**src/rtl/masked_shfrot_initiator.sv**
```systemverilog
//------------------------------------------------------------------------------
// Module   : masked_shfrot_initiator
// Brief    : Request-side initiator for the two-share masked shift/rotate unit.
// Revision : 1.0 - initial release
//------------------------------------------------------------------------------
`default_nettype none

module masked_shfrot_initiator #(
    parameter int BIT_WIDTH = 32,
    parameter int TIMEOUT   = 15
) (
    input  logic                 clk,
    input  logic                 rst,
    input  logic                 req_valid,
    output logic                 req_ready,
    input  logic [1:0]           req_op,
    input  logic [4:0]           req_shamt,
    input  logic [BIT_WIDTH-1:0] req_s0,
    input  logic [BIT_WIDTH-1:0] req_s1,
    input  logic [BIT_WIDTH-1:0] rnd_mask,
    input  logic [BIT_WIDTH-1:0] rnd_pad,
    output logic                 srli,
    output logic                 slli,
    output logic                 rori,
    output logic                 ena,
    output logic [4:0]           shamt,
    output logic [BIT_WIDTH-1:0] s0,
    output logic [BIT_WIDTH-1:0] s1,
    output logic [BIT_WIDTH-1:0] rp0,
    input  logic [BIT_WIDTH-1:0] r0,
    input  logic [BIT_WIDTH-1:0] r1,
    input  logic                 core_ready,
    output logic                 rsp_valid,
    input  logic                 rsp_ready,
    output logic [BIT_WIDTH-1:0] rsp_r0,
    output logic [BIT_WIDTH-1:0] rsp_r1,
    output logic                 rsp_err
);

    localparam logic [1:0] ST_IDLE    = 2'd0;
    localparam logic [1:0] ST_ISSUE   = 2'd1;
    localparam logic [1:0] ST_RESP    = 2'd2;

    localparam logic [1:0] OP_SRLI    = 2'd0;
    localparam logic [1:0] OP_SLLI    = 2'd1;
    localparam logic [1:0] OP_RORI    = 2'd2;
    localparam logic [1:0] OP_ILLEGAL = 2'd3;

    localparam logic [3:0] C_TIMEOUT  = 4'(TIMEOUT);

    logic [1:0] r_state;
    logic [1:0] w_next_state;
    logic [3:0] r_cnt;
    logic       w_illegal;
    logic       w_timeout;

    assign w_illegal = (req_op == OP_ILLEGAL);
    // Compare the post-increment value so ena stays high exactly TIMEOUT cycles.
    assign w_timeout = ((r_cnt + 4'd1) == C_TIMEOUT);

    always_ff @(posedge clk or posedge rst) begin
        if (rst) begin
            r_state <= ST_IDLE;
        end else begin
            r_state <= w_next_state;
        end
    end

    always_comb begin
        w_next_state = r_state;
        case (r_state)
            ST_IDLE: begin
                if (req_valid) begin
                    w_next_state = w_illegal ? ST_RESP : ST_ISSUE;
                end
            end
            ST_ISSUE: begin
                if (core_ready || w_timeout) begin
                    w_next_state = ST_RESP;
                end
            end
            ST_RESP: begin
                if (rsp_ready) begin
                    w_next_state = ST_IDLE;
                end
            end
            default: w_next_state = ST_IDLE;
        endcase
    end

    // Handshake outputs decode the state only, so no input feeds req_ready.
    always_comb begin
        req_ready = (r_state == ST_IDLE);
        ena       = (r_state == ST_ISSUE);
        rsp_valid = (r_state == ST_RESP);
    end

    always_ff @(posedge clk or posedge rst) begin
        if (rst) begin
            s0      <= '0;
            s1      <= '0;
            rp0     <= '0;
            shamt   <= '0;
            srli    <= 1'b0;
            slli    <= 1'b0;
            rori    <= 1'b0;
            r_cnt   <= '0;
            rsp_r0  <= '0;
            rsp_r1  <= '0;
            rsp_err <= 1'b0;
        end else begin
            case (r_state)
                ST_IDLE: begin
                    if (req_valid) begin
                        s0      <= req_s0 ^ rnd_mask;
                        s1      <= req_s1 ^ rnd_mask;
                        rp0     <= rnd_pad;
                        shamt   <= req_shamt;
                        srli    <= (req_op == OP_SRLI);
                        slli    <= (req_op == OP_SLLI);
                        rori    <= (req_op == OP_RORI);
                        r_cnt   <= '0;
                        rsp_r0  <= '0;
                        rsp_r1  <= '0;
                        rsp_err <= w_illegal;
                    end
                end
                ST_ISSUE: begin
                    r_cnt <= r_cnt + 4'd1;
                    if (core_ready) begin
                        rsp_r0  <= r0;
                        rsp_r1  <= r1;
                        rsp_err <= 1'b0;
                    end else if (w_timeout) begin
                        rsp_r0  <= '0;
                        rsp_r1  <= '0;
                        rsp_err <= 1'b1;
                    end
                end
                ST_RESP: begin
                    // Scrub every share-carrying register once the result is consumed.
                    if (rsp_ready) begin
                        s0      <= '0;
                        s1      <= '0;
                        rp0     <= '0;
                        shamt   <= '0;
                        srli    <= 1'b0;
                        slli    <= 1'b0;
                        rori    <= 1'b0;
                        rsp_r0  <= '0;
                        rsp_r1  <= '0;
                        rsp_err <= 1'b0;
                    end
                end
                default: ;
            endcase
        end
    end

endmodule

`default_nettype wire
```
**config.mk**
```make
export PLATFORM = sky130hd
export DESIGN_NAME = masked_shfrot_initiator
export DESIGN_NICKNAME = d
export VERILOG_FILES = /design/src/rtl/masked_shfrot_initiator.sv
export SDC_FILE = /design/constraint.sdc
export NUM_CORES = 1
export LEC_CHECK = 0
export BUFFER_PORTS_ARGS = -buffer_cell sky130_fd_sc_hd__buf_2
export CAP_MARGIN = 20
export CORE_AREA = 2 2 147 149
export CTS_CLUSTER_SIZE = 14
export DETAILED_ROUTE_END_ITERATION = 12
export DIE_AREA = 0 0 149 151
export PLACE_DENSITY = 0.73
export SLEW_MARGIN = 15
export SYNTH_ARGS = -nofsm -noshare
export SYNTH_HDL_FRONTEND = slang
export SYNTH_SLANG_ARGS = --single-unit
```
**constraint.sdc**
```tcl
create_clock -name clk -period 9.86 [get_ports clk]
set_clock_uncertainty 0.05 [all_clocks]
set_input_delay 1.479 -clock clk [delete_from_list [all_inputs] [get_ports clk]]
set_output_delay 1.479 -clock clk [all_outputs]
set_load 0.01 [all_outputs]
```
==> results of run 1 <==
-- metal layers --
| metal | up-vias | GRT usage, % | share of wire, % |
|---|---|---|---|
| li1 | 3153 | - | - |
| met5 | - | 0 | 0.033 |
| met2 | 250 | 31.8 | 50 |
| met3 | 12 | 4.34 | 6.4 |
| met4 | 2 | 4.29 | 0.93 |
| met1 | 3062 | 23.6 | 43 |
-- per-stage QoR --
stage / power (mW) / hold slack (ns)
floorplan: 2.10 / 0.459
global placement: 2.53 / 0.403
detailed placement: 2.57 / 0.410
CTS: 3.26 / 0.425
global route: 3.43 / 0.444
finish: 3.20 / 0.421
-- kinds of logic after synthesis --
logic type / Yosys count / share of synthesized area, %
compound gates: 116 / 9.35
xor+xnor: 64 / 6.86
fa+ha+maj: 6 / 0.919
buf+inv: 60 / 3.54
flops: 175 / 53.6
mux: 67 / 11.5
simple gates: 231 / 14.2
-- report_power, final --
group / total, mW / switching, mW / internal, mW
registers: 1.11 / 0.130 / 0.981
clock network: 0.677 / 0.310 / 0.367
logic: 1.41 / 0.832 / 0.581
total: 3.20 / 1.27 / 1.93
-- synthesized netlist by cell type, types with 2 or more instances --
| cell | count | area, um^2 |
|---|---|---|
| nor3_1 | 2 | 10.0 |
| buf_2 | 15 | 75.1 |
| ha_1 | 6 | 75.1 |
| mux2_4 | 50 | 751 |
| mux2_2 | 16 | 180 |
| nand3_1 | 3 | 15.0 |
| o21ai_0 | 44 | 220 |
| nor2_1 | 5 | 18.8 |
| inv_1 | 5 | 18.8 |
| dfrtp_1 | 175 | 4380 |
| nand2_1 | 113 | 424 |
| nand2b_1 | 39 | 244 |
| a22o_1 | 2 | 17.5 |
| buf_6 | 6 | 67.6 |
| o31ai_1 | 64 | 480 |
| and3_1 | 64 | 400 |
| clkbuf_1 | 34 | 128 |
| xnor2_1 | 64 | 561 |
-- flip-flops by register name, indices dropped and copies added, names as in the netlist, 2 cells and up --
signal   count
rp0         32
rsp_r0      32
rsp_r1      32
s0          32
s1          32
shamt        5
r_cnt        4
r_state      2
-- layout make-up --
| type | instances | area [um^2] |
|---|---|---|
| Multi-Input combinational cell | 484 | 3520 |
| Sequential cell | 175 | 4380 |
| Antenna cell | 1 | 2.50 |
| Fill cell | 1886 | 10000 |
| Clock buffer | 19 | 443 |
| Inverter | 5 | 23.8 |
| Clock inverter | 13 | 141 |
| Tap cell | 275 | 344 |
| Timing Repair Buffer | 382 | 1930 |
-- worst min-delay path: stages (launching register included) --
cell     delay (ns)
dfrtp_1        0.33
nand2_1        0.05
o31ai_1        0.05
-- layout by cell type (no fill, tap or decap), types with 5 or more instances in the layout --
cell type  synthesis  routed
xnor2_1           64      64
nor2_1             5       5
o31ai_1           64      64
buf_2             15     375
mux2_4            50      50
mux2_2            16      16
dfrtp_1          175     175
nand2b_1          39      39
clkbuf_16          0      17
o21ai_0           44      44
buf_4              0       7
nand2_1          113     113
and3_1            64      64
inv_6              0       6
-- final timing paths --
| check | startpoint | to | slack [ns] | depth (start not counted) |
|---|---|---|---|---|
| worst max register to register | r_state[1] | rsp_r1[10] | 6.63 | 9 |
| worst max-delay path | core_ready | rsp_r1[10] | 5.96 | 7 |
| max in group asynchronous | rst | rsp_r1[27] | 6.77 | 4 |
| min in group asynchronous | rst | s0[4] | 1.03 | 2 |
| worst min-delay path | s0[1] | s0[1] | 0.42 | 2 |
| worst min register to register | s0[1] | s0[1] | 0.42 | 2 |
==> metrics.md, run 1 <==
| Metric | Value |
|---|---|
| Status | finished clean |
| Static leakage | 5.87 nW |
| Syn Area/Cell | 11.4 um^2 |
| Yosys warnings | 0 |
| Root Buffer | clkbuf_16 |
| H-tree levels | 4 |
| Pre-CTS worst setup slack | 5.55 ns |
| Max Clk Rate | 256 MHz |
| Worst endpoint required time | 10.11 ns |
| Crit path largest cell delay | slightly above 0.8 ns |
| Final WS setup | 5.96 ns |
| Syn Inst Count | 719 |
| Finished Layout Cells | 1354 |
| Worst path cell trace | buf_2 > nor2b_1 > a211oi_1 > a41o_2 > nor2b_4 > buf_4 > mux2_2 |
| Max VDD drop | 0.179 mV |
| Post-Place Cells | 1321 |
| Clock Latency Late Sink | 0.41 ns |
| Crit path DAT | between 4 and 5 ns |
| Rel. slew slack | 26.0% |
| Gr ovfl total | 0 |
| Post-synthesis cell area | 8170 um^2 |
| GPL Wtd Cong | approximately 0.76 |
| Drt pass-1 iters | 4 |
| First-pass GRT wire length | 32.4 mm |
| Setup repair after global routing missed its margin | false |
| Delay-heaviest family, CP | buffers and inverters |
| Max Cap Violations | 0 |
| Flops & latches, synth | 175 |
| Hold buffer count at CTS | 0 |
| Post-route antenna net violation count | 0 |
| Post-synth EDFFs | 0 |
| Buf/Inv on CP | 2 |
| Crit start category | input pin |
| Final TNS setup | 0 ns |
| Total Routed Length | 21.4 mm |
| Vias in the first global route | 6126 |
| CP max FO | 65 |
| Net Count, Synth | a little over 900 |
| Largest net degree at the start of global routing | 111 |
| Top FF cell, synth | dfrtp_1 |
| Fraction of layout cells with a size suffix above 1 | 45.1% |
| Total number of vias | between 6000 and 7000 |
| Final core occ | 51.8% |
| Post-layout instance area | 10800 um^2 |
| P&R area growth vs syn | 32.1% |
| Vias per std cell | 4.79 |
| Initial core utilization | 39.2% |
| Slew Limit Fails | 0 |
| Clock sinks | between 150 and 200 |
| Initial antenna violation count | 2 |
| Netlist cell types | 30 |
| Clock buffer depth | 2 |
| Worst slew pin tran | around 1.1 ns |
| Asr flop ratio synth | 100% |
| Post-synthesis sequential area ratio | about 54% |
| Min-Delay Path Class | reg2reg |
| Row count | 53 |
| Ports | around 380 |
| Period utilisation layout | 39.6% |
| Clk slew on worst S/H paths | around 0.07 ns |
| CTS buffer count | 17 |
| Post-CTS sizing | 0 |
| Wire per inst | approximately 16 um |
| CTS tree | yes |
| Residual DRC | 0 |
| HPWL Detailed | between 15 and 20 mm |
| Die area | 22500 um^2 |
| First-iteration detailed-routing DRC count | 232 |
| Post CTS Setup Buffer Count | 0 |
| P per Cell Area | 297 nW/um^2 |
| GRT Overall Usage | 18.4% |
| Final Hold Violating Endpoints | 0 |
| Die height | 151 um |
| Setup violators final | 0 |
| Tmin final | 3.90 ns |
| Placed cell areas | 10200 um^2 |
| Die Wd | about 150 um |
| WS Path Type | in2reg |
| Core Area | around 21000 um^2 |
| Critical path's slowest cell | buf_4 |
| # nets final | 1275 |
| Crit. End Element | flip-flop |
| I/O Buffers | roughly 380 |
Note: power is estimated with default switching activity, not from simulation.
==> run 2: changes to the inputs <==
--- a/config.mk
+++ b/config.mk
@@ -7,11 +7,11 @@
 export LEC_CHECK = 0
 export BUFFER_PORTS_ARGS = -buffer_cell sky130_fd_sc_hd__buf_2
 export CAP_MARGIN = 20
-export CORE_AREA = 2 2 147 149
+export CORE_AREA = 2 2 148 150
 export CTS_CLUSTER_SIZE = 14
 export DETAILED_ROUTE_END_ITERATION = 12
-export DIE_AREA = 0 0 149 151
-export PLACE_DENSITY = 0.73
+export DIE_AREA = 0 0 150 152
+export PLACE_DENSITY = 0.72
 export SLEW_MARGIN = 15
 export SYNTH_ARGS = -nofsm -noshare
 export SYNTH_HDL_FRONTEND = slang
==> constraint.sdc (replaced) <==
create_clock -name clk -period 3.9 [get_ports clk]
set_clock_uncertainty 0.05 [all_clocks]
set_input_delay 0.585 -clock clk [delete_from_list [all_inputs] [get_ports clk]]
set_output_delay 0.585 -clock clk [all_outputs]
set_load 0.01 [all_outputs]
==> run 2 against run 1 <==
Utilization fell by 1.1 points. First-iteration DRC count rose by 26%. Routed wire length grew 2.5%. Clock power grew 140%. Critical path depth shrank 3. Final cell count rose by 0.44%. Setup slack worse by 5.0 ns. Count of clock-buffer cells in the layout did not move. Die area up 1.3%. Design area increased by 0.31%.
==> metrics.md, run 2 (synthesis results as in run 1) <==
| Metric | Value |
|---|---|
| HPWL Detailed | 16.0 mm (was 15.6 mm) |
| Clk pwr share | 20.3% (was 21.1%) |
| Row count | 54 (was 53) |
| Setup repair after global routing missed its margin | false (unchanged) |
| Wire per inst | 16.1 um (was 15.8 um) |
| Pre-CTS worst setup slack | 1.19 ns (was 5.55 ns) |
| Die area | 22800 um^2 (was 22500 um^2) |
| Crit. End Element | output port (was flip-flop) |
| Core Area | 21400 um^2 (was 20800 um^2) |
| Worst setup path end | rsp_valid (was rsp_r1[10]) |
| First-pass GRT wire length | 34.2 mm (was 32.4 mm) |
| Crit path largest cell delay | 0.60 ns (was 0.82 ns) |
| Die height | 152 um (was 151 um) |
| GPL Wtd Cong | 0.771 (was 0.764) |
| Crit path DAT | 2.32 ns (was 4.15 ns) |
| Critical path's slowest cell | buf_4 (unchanged) |
| Fill cells | 1978 (was 1886) |
| R2R depth | 8 (was 9) |
| Root Buffer | clkbuf_16 (unchanged) |
| H-tree levels | 4 (unchanged) |
| Clock buffer depth | 2 (unchanged) |
| Flop-to-flop setup slack | 1.18 ns (was 6.63 ns) |
| I/O Buffers | 375 (unchanged) |
| WS Path Type | reg2out (was in2reg) |
| Vias in the first global route | 6399 (was 6126) |
| Worst path cell trace | inv_1 > ha_4 > buf_4 > buf_2 (was buf_2 > nor2b_1 > a211oi_1 > a41o_2 > nor2b_4 > buf_4 > mux2_2) |
| Gr ovfl total | 0 (unchanged) |
| Worst slew pin tran | 1.03 ns (was 1.11 ns) |
| Switching share of power | 40.2% (was 39.7%) |
| CP max FO | 63 (was 65) |
| Final TNS setup | 0 ns (unchanged) |
| Crit start category | flip-flop (was input pin) |
| Fraction of layout cells with a size suffix above 1 | 45.0% (was 45.1%) |
| Commonest non-fill, non-tap cell in the layout | buf_2 (unchanged) |
| First-iteration detailed-routing DRC count | 292 (was 232) |
| Crit Reg-Reg Endpoint | rsp_r1[13] (was rsp_r1[10]) |
| Worst endpoint required time | 3.26 ns (was 10.11 ns) |
| Setup violators final | 0 (unchanged) |
| Crit. Startpoint | r_state[0] (was core_ready) |
| Clk slew on worst S/H paths | 0.07 ns (about the same) |
| Sequential power share | 34.7% (about the same) |
| Hold buffer count at CTS | 0 (unchanged) |
| Ports | 376 (unchanged) |
| CTS tree | yes (unchanged) |
| Drt pass-1 iters | 4 (unchanged) |
| Vias per std cell | 4.76 (was 4.79) |
| Largest net degree at the start of global routing | 104 (was 111) |
| Clock Latency Late Sink | 0.42 ns (was 0.41 ns) |
| P per Cell Area | 749 nW/um^2 (was 297 nW/um^2) |
| P&R area growth vs syn | 32.5% (was 32.1%) |
| Residual DRC | 0 (unchanged) |
| Max VDD drop | 0.428 mV (was 0.179 mV) |
| Clock sinks | 175 (unchanged) |
| Most frequent cells in the layout | buf_2, dfrtp_1, nand2_1 (unchanged) |
| # nets final | 1276 (was 1275) |
| Final Hold Violating Endpoints | 0 (unchanged) |
| Period utilisation layout | approximately three quarters |
| Static leakage | 5.88 nW (was 5.87 nW) |
| Initial core utilization | 38.2% (was 39.2%) |
| Reg-to-Reg Start | r_state[0] (was r_state[1]) |
| Tmin final | 2.96 ns |
| Rel. slew slack | 31.1% (was 26.0%) |
| Logic pwr share | 44.9% (was 44.1%) |
| Die Wd | 150 um (was 149 um) |
| Max Clk Rate | 338 MHz |
| Initial antenna violation count | 0 (was 2) |
| Final core occ | 50.7% (was 51.8%) |
| Post-CTS sizing | 0 (unchanged) |
| Final WS setup | 0.944 ns (was 5.96 ns) |
| WHS | 0.217 ns (was 0.421 ns) |
| Pint | 4.84 mW (was 1.93 mW) |
| Post-route antenna net violation count | 0 (unchanged) |
| Min-Delay Path Class | in2async (was reg2reg) |
| CTS buffer count | 17 (unchanged) |
| Psw | 3.26 mW (was 1.27 mW) |
| Slew Limit Fails | 0 (unchanged) |
| Total Routed Length | 21.9 mm (was 21.4 mm) |
| GRT Overall Usage | 19.1% (was 18.4%) |
| Max Cap Violations | 0 (unchanged) |
| Total number of vias | 6475 (was 6479) |
| Post CTS Setup Buffer Count | 0 (unchanged) |
| Status | finished clean (unchanged) |
[run 2: stage by stage]
| stage | total power, mW | area (um^2) | std cells |
|---|---|---|---|
| finish | 8.10 | 10800 | 1360 |
| global placement | 6.46 | 10300 | 1327 |
| CTS | 8.22 | 10800 | 1359 |
| global route | 8.72 | 10800 | 1359 |
| floorplan | 5.31 | 8170 | 719 |
| detailed placement | 6.55 | 10300 | 1327 |
[run 2: worst min-delay path by stage]
| stage | end | slack (ns) | depth (start not counted) |
|---|---|---|---|
| after floorplan | srli | 0.46 | 2 |
| after global placement | s0[25] | 0.41 | 2 |
| after detailed placement | s0[6] | 0.41 | 2 |
| after CTS | rsp_r1[4] | 0.22 | 2 |
| after global routing | s0[6] | 0.26 | 2 |
| final | rsp_r1[4] | 0.22 | 2 |
[run 2: metal layers]
layer | wire (um) | vias up | GRT usage, %
met5 | 0 | - | 0
met4 | 425 | 0 | 6.38
met3 | 1550 | 25 | 4.41
met2 | 10700 | 250 | 32.0
met1 | 9230 | 3047 | 24.2
li1 | - | 3153 | -
[run 2: final cells by class]
cell class              count  area (um^2)  share of cell area, %
diodes                      1         2.50                 0.0231
clock buffers              19          433                   4.00
clock inverters            13          123                   1.13
inverters                   5         22.5                  0.208
multi-input cells         484         3520                   32.6
flip-flops and latches    175         4380                   40.5
well taps                 280          350                   3.24
repair buffers            383         1990                   18.4
[run 2: power by group through the flow]
stage | Sequential [mW] | Clock (mW) | Combinational (mW)
4_1_cts | 2.82 | 1.70 | 3.70
3_5_place_dp | 2.84 | 0 | 3.71
5_1_grt | 2.91 | 1.79 | 4.03
6_report | 2.81 | 1.65 | 3.64
3_3_place_gp | 2.83 | 0 | 3.63
2_1_floorplan | 3.13 | 0 | 2.18
[run 2: critical path, delay by kind of cell, from the launching register on]
kind / cells / cell delay [ns]
adder cells (fa/ha/maj): 1 / 0.46
flip-flops: 1 / 0.40
buffers and inverters: 3 / 1.00
